File: src/rtl/bist_ctrl_pkg.sv
// Shared types, defaults and index-width helper for the BIST sequencer.
// Used by bist_control_seq (optional abort: BIST_CTRL_ABORT_EN).
package bist_ctrl_pkg;

  typedef enum logic [2:0] {
    S_IDLE,
    S_ARM,
    S_INIT,
    S_RUN,
    S_SEEDS,
    S_FIN,
    S_DONE,
    S_REARM
  } bist_state_t;

  localparam int         DEF_N_PAT     = 10;
  localparam int         DEF_N_SEG     = 10;
  localparam logic [9:0] DEF_SEED_MASK = 10'b00_0010_0000;

  // Index ports stay at least one bit wide when a count is 1.
  function automatic int idx_w(input int n);
    return (n > 1) ? $clog2(n) : 1;
  endfunction

endpackage

File: src/rtl/bist_pattern_counter.sv
// Two-level pattern/segment counter for the BIST sequencer.
// Clear dominates enable; both indices wrap together on the final pattern.
module bist_pattern_counter
  import bist_ctrl_pkg::*;
#(
  parameter  int N_PAT = DEF_N_PAT,
  parameter  int N_SEG = DEF_N_SEG,
  localparam int PW    = idx_w(N_PAT),
  localparam int SW    = idx_w(N_SEG)
) (
  input  logic          i_clk,
  input  logic          i_rst_n,
  input  logic          i_clr,
  input  logic          i_en,
  output logic          o_pat_tc,
  output logic          o_seg_tc,
  output logic [PW-1:0] o_pat_idx,
  output logic [SW-1:0] o_seg_idx
);

  logic [PW-1:0] r_pat;
  logic [SW-1:0] r_seg;

  assign o_pat_tc  = (r_pat == PW'(N_PAT - 1));
  assign o_seg_tc  = (r_seg == SW'(N_SEG - 1));
  assign o_pat_idx = r_pat;
  assign o_seg_idx = r_seg;

  always_ff @(posedge i_clk) begin
    if (!i_rst_n || i_clr) begin
      r_pat <= '0;
      r_seg <= '0;
    end else if (i_en) begin
      if (o_pat_tc) begin
        r_pat <= '0;
        r_seg <= o_seg_tc ? '0 : r_seg + 1'b1;
      end else begin
        r_pat <= r_pat + 1'b1;
      end
    end
  end

endmodule

File: src/rtl/bist_control_seq.sv
// BIST session sequencer: START handshake, seeded segments, Moore outputs.
// Optional ABORT/ABORTED ports when BIST_CTRL_ABORT_EN is defined.
module bist_control_seq
  import bist_ctrl_pkg::*;
#(
  parameter  int               N_PAT     = DEF_N_PAT,
  parameter  int               N_SEG     = DEF_N_SEG,
  parameter  logic [N_SEG-1:0] SEED_MASK = N_SEG'(DEF_SEED_MASK),
  localparam int               PW        = idx_w(N_PAT),
  localparam int               SW        = idx_w(N_SEG)
) (
  input  logic          CLK,
  input  logic          RESET_N,
  input  logic          START,
`ifdef BIST_CTRL_ABORT_EN
  input  logic          ABORT,
  output logic          ABORTED,
`endif
  output logic          INIT,
  output logic          RUNNING,
  output logic          OUT,
  output logic          SEED,
  output logic          FINISH,
  output logic          BIST_END,
  output logic [PW-1:0] PAT_IDX,
  output logic [SW-1:0] SEG_IDX
);

  bist_state_t   r_state;
  bist_state_t   w_nxt;
  logic          r_init;
  logic          r_run;
  logic          r_seed;
  logic          r_fin;
  logic          r_end;
  logic          w_pat_tc;
  logic          w_seg_tc;
  logic          w_abt;
  logic          w_clr;
  logic          w_en;
  logic          w_seed_nxt;
  logic [PW-1:0] w_pat;
  logic [SW-1:0] w_seg;

`ifdef BIST_CTRL_ABORT_EN
  logic r_abt;
  assign w_abt   = ABORT &
                   (r_state inside {S_INIT, S_RUN, S_SEEDS});
  assign ABORTED = r_abt;
`else
  assign w_abt = 1'b0;
`endif

  assign w_clr = (r_state == S_INIT) | (r_state == S_FIN) | w_abt;
  assign w_en  = (r_state == S_RUN);

  bist_pattern_counter #(
    .N_PAT (N_PAT),
    .N_SEG (N_SEG)
  ) u_cnt (
    .i_clk     (CLK),
    .i_rst_n   (RESET_N),
    .i_clr     (w_clr),
    .i_en      (w_en),
    .o_pat_tc  (w_pat_tc),
    .o_seg_tc  (w_seg_tc),
    .o_pat_idx (w_pat),
    .o_seg_idx (w_seg)
  );

  // Mask bit of the segment that follows the current one.
  always_comb begin
    w_seed_nxt = 1'b0;
    for (int k = 1; k < N_SEG; k++) begin
      if (w_seg == SW'(k - 1)) w_seed_nxt = SEED_MASK[k];
    end
  end

  always_comb begin
    w_nxt = r_state;
    unique case (r_state)
      S_IDLE:  if (!START) w_nxt = S_ARM;
      S_ARM:   if (START) w_nxt = S_INIT;
      S_INIT:  w_nxt = SEED_MASK[0] ? S_SEEDS : S_RUN;
      S_RUN: begin
        if (w_pat_tc) begin
          if (w_seg_tc)        w_nxt = S_FIN;
          else if (w_seed_nxt) w_nxt = S_SEEDS;
        end
      end
      S_SEEDS: w_nxt = S_RUN;
      S_FIN:   w_nxt = S_DONE;
      S_DONE:  if (!START) w_nxt = S_REARM;
      S_REARM: if (START) w_nxt = S_INIT;
    endcase
    if (w_abt) w_nxt = S_DONE;
  end

  always_ff @(posedge CLK) begin
    if (!RESET_N) begin
      r_state <= S_IDLE;
      r_init  <= 1'b0;
      r_run   <= 1'b0;
      r_seed  <= 1'b0;
      r_fin   <= 1'b0;
      r_end   <= 1'b0;
`ifdef BIST_CTRL_ABORT_EN
      r_abt   <= 1'b0;
`endif
    end else begin
      r_state <= w_nxt;
      r_init  <= (w_nxt == S_INIT);
      r_run   <= (w_nxt == S_RUN);
      r_seed  <= (w_nxt == S_SEEDS);
      r_fin   <= (w_nxt == S_FIN);
      r_end   <= (w_nxt inside {S_FIN, S_DONE, S_REARM});
`ifdef BIST_CTRL_ABORT_EN
      if (w_nxt == S_INIT) r_abt <= 1'b0;
      else if (w_abt)      r_abt <= 1'b1;
`endif
    end
  end

  assign INIT     = r_init;
  assign RUNNING  = r_run;
  assign OUT      = r_run & ~w_pat_tc;
  assign SEED     = r_seed;
  assign FINISH   = r_fin;
  assign BIST_END = r_end;
  assign PAT_IDX  = w_pat;
  assign SEG_IDX  = w_seg;

endmodule

File: config.mk
export PLATFORM = sky130hd
export DESIGN_NAME = bist_control_seq
export DESIGN_NICKNAME = d
export VERILOG_FILES = /design/src/rtl/bist_ctrl_pkg.sv /design/src/rtl/bist_pattern_counter.sv /design/src/rtl/bist_control_seq.sv
export SDC_FILE = /design/constraint.sdc
export NUM_CORES = 1
export LEC_CHECK = 0
export BUFFER_PORTS_ARGS = -buffer_cell sky130_fd_sc_hd__buf_2
export CAP_MARGIN = 20
export CORE_MARGIN = 4
export CORE_UTILIZATION = 53
export DETAILED_ROUTE_END_ITERATION = 10
export PLACE_DENSITY = 0.75
export SLEW_MARGIN = 10
export SYNTH_ARGS = -nofsm -noshare
export SYNTH_HDL_FRONTEND = slang
export SYNTH_SLANG_ARGS = --single-unit
File: constraint.sdc
create_clock -name CLK -period 1.8 [get_ports CLK]
set_clock_uncertainty 0.2 [all_clocks]
set_input_delay 0.27 -clock CLK [delete_from_list [all_inputs] [get_ports CLK]]
set_output_delay 0.27 -clock CLK [all_outputs]
set_load 0.03 [all_outputs]
==> results.md <==
* CP startpoint: u_cnt.o_seg_idx[0]
* DRC at 0
* Initial antenna violation count at 0
* Clk network pwr share at 38.1%
* Worst-case clock buffer depth at 2
* Die height at 50.42 um
* Core ar. at 1708 um^2
* Reg-to-reg startpoint: u_cnt.o_seg_idx[0]
* Syn nets at 99
* Worst path arrival time at 1.79 ns
* Largest net degree at the start of global routing at 10
* H-tree depth at 1
* Critical path class: reg2reg
* Switching Share at 22.69%
* Mapped Cells at 92
* Die ar. at 2542 um^2
* Worst slew pin tran at 0.3860 ns
* Maximum vdd drop at 0.3122 mV
* Routing usage on met2 at 23.48%
* RSZ-0062 raised after global routing: yes
* Pre-CTS setup slack at 0.03638 ns
* Fmax at 0.5711 GHz
* Die Width at 50.42 um
* Rows at 15
* Slew Viols, Final at 0
* Vias in the first global route at 681
* HP Class: in2reg
* Internal power at 493.2 uW
* Ant. Diodes at 0
* CTS Buf Count at 3
* Total Power at 638.0 uW
* Drt wl/cell at 12.86 um
* Global placer's final weighted congestion at 0.8342
* Worst Reg2Reg Path Length in Cells at 7
* Most used cell, CP: buf_4
* Global route hottest layer: met2
* PwrDens at 552.5 nW/um^2
* Buf/Inv on CP at 2
* Worst setup EP type: register
* Synth-to-layout area growth at 21.13%
* Yosys top cell area share at 33.60%
* Largest area contributor in the netlist: dfxtp_1
* Global-route wire length before repair at 3.015 mm
* I/O pin count at 17
* CTS root buffer: clkbuf_4
* Sequential share of the synthesized area at 33.60%
* Slowest-stage cell, CP: dfxtp_4
* CTS Hold Bufs at 0
* Final setup margin at 0.04899 ns
* Critical path's largest stage delay at 0.37 ns
* CP top delay family: simple AND/OR/NAND/NOR gates
* Sw power at 144.8 uW
* Final worst path period need at 1.751 ns
* Comb pwr share at 6.0%
* Gr usage total at 15.72%
* CTS tree: yes
* Count of cell types in the netlist at 42
* Clock slew at reported path FFs at 0.09 ns
* Critical path fanouts, max at 4
* Buffers on Ports at 16
* Post-route clock period utilization at 97.28%
* Vias per inst at 5.296
* Layout cells sized above 1 at 48.72%
* Final Net Count at 125
* Sink Count at 16
* Global-route met1 utilization at 19.74%
* Worst-Skew Late Latency at 0.30 ns
* Final setup viols at 0
* Max-Cap Viols at 0
* Worst hold endpoint: r_state[1]
* Leak at 0.4846 nW
* Grt ovf at 0
* Post-route antenna net violation count at 0
* Synthesized area per cell at 10.36 um^2
* Cell Area, Synth at 953.4 um^2
* Synth area leaders: dfxtp_1, ha_1, nor2b_1
* Hold Path Depth at 3
* Hold_sp: RESET_N
* Detailed Route WL at 1.826 mm
* Crit path launch type: register
* Synth Register Bits at 16
* Initial Utilization at 55.82%
* Setup slack, reg-to-reg at 0.05 ns
* Ys Warns at 0
* Worst path required time at 1.84 ns
* Flop pwr share at 55.9%
* Starting DRT DRC Count at 12
* Via count at 752
* Pre-Repair DR Iteration Count at 4
* Cells along the critical path: buf_4 -> ha_1 -> nand3b_1 -> a21bo_1 -> and3_4 -> buf_4 -> nor3b_2
* Status: finished clean
* Grt met3 use at 3.858%
* Reg2Reg Capture Point: RUNNING
* Fin. Hold Viols at 0
* Max_slew headroom at 74.26%
layout by cell type, fill, tap and decap left out, types with 3 or more instances in the layout:
cell type  instances
buf_4              9
ha_1               3
clkbuf_4           3
dfxtp_2            5
buf_2             16
nand2_1            3
a21oi_1            5
nor3_1             3
nor2b_1            5
nor2_1             7
dfxtp_1            9
a211oi_1           3
nand3_1            4
worst max path at each step:
stage	endpoint	slack (ns)	depth (start not counted)
6_report	RUNNING	0.05	7
5_1_grt	RUNNING	-0.02	7
4_1_cts	OUT	0.02	3
3_5_place_dp	SEED	0.04	5
3_3_place_gp	INIT	0.08	5
2_1_floorplan	INIT	0.008	6
cell families after synthesis:
| logic type | after synthesis | share of synthesized area, % |
|---|---|---|
| buffers and inverters | 7 | 5.117 |
| AO/OA/AOI/OAI | 20 | 15.75 |
| XOR/XNOR | 2 | 1.838 |
| AND/OR/NAND/NOR | 43 | 38.45 |
| adder cells (fa/ha/maj) | 4 | 5.250 |
| flip-flops | 16 | 33.60 |
Yosys cell counts, drive strengths merged:
master   number
a21oi         6
and3          1
a31oi         2
dfxtp        16
o21ai         5
and2          2
and3b         2
or3b          1
xor2          1
buf           4
nand2         3
a311oi        1
nor3          4
nand4bb       1
nor2b         6
o31ai         1
nand3b        2
nand4         1
a21bo         1
a211o         1
inv           3
nand4b        1
and4bb        2
nor4          1
nand3         5
xnor2         1
ha            4
a211oi        3
nor4b         1
nor3b         2
nor2          8
area by class of cell:
| type | count | area, um^2 |
|---|---|---|
| inverters | 3 | 11.26 |
| fillers | 128 | 553.0 |
| clock buffers | 4 | 36.28 |
| well taps | 25 | 31.28 |
| multi-input cells | 69 | 594.3 |
| repair buffers | 25 | 147.6 |
| flip-flops and latches | 16 | 334.1 |
power groups by stage:
stage	Clock [mW]	Sequential (mW)	Combinational (mW)
global route	0.260	0.357	0.0416
global placement	0	0.367	0.0378
floorplan	0	0.366	0.0292
finish	0.243	0.356	0.0385
detailed placement	0	0.368	0.0385
CTS	0.250	0.359	0.0386
per-stage QoR:
stage               instances  util (%)  cell area, um^2  TNS (ns)  hold slack, ns
floorplan                  92         -            955.9         0          0.1982
global placement          136     63.37             1082         0          0.2774
detailed placement        136     63.37             1082         0          0.2908
CTS                       140     65.49             1119         0         0.04223
global route              142     67.62             1155  -0.02773         0.04388
finish                    142     67.62             1155         0         0.03818
sequential cells by signal, indices dropped and copies added (netlist names):
name	flops
RUNNING	1
SEED	1
r_state	3
INIT	1
FINISH	1
u_cnt.o_pat_idx	4
BIST_END	1
u_cnt.o_seg_idx	4
routing by layer:
metal  share of wire, %  up-vias
li1                   -      390
met1                 48      339
met2                 44       16
met3                4.9        7
met4                3.3        0
met5                  0        -
worst register-to-register path, delay by kind of cell, from the launching register on:
kind | cells | cell delay [ns]
and+or+nand+nor | 3 | 0.41
DFF | 1 | 0.37
buffers and inverters | 2 | 0.27
AOI/OAI and AO/OA | 1 | 0.25
adders and majority gates | 1 | 0.21
repair_timing:
| item | 4_1_cts | 5_1_grt |
|---|---|---|
| endpoints found under the setup margin | 0 | 7 |
| setup buffers | 0 | 2 |
| gates resized for setup | 0 | 12 |
Power figures use the tool's default switching activity.
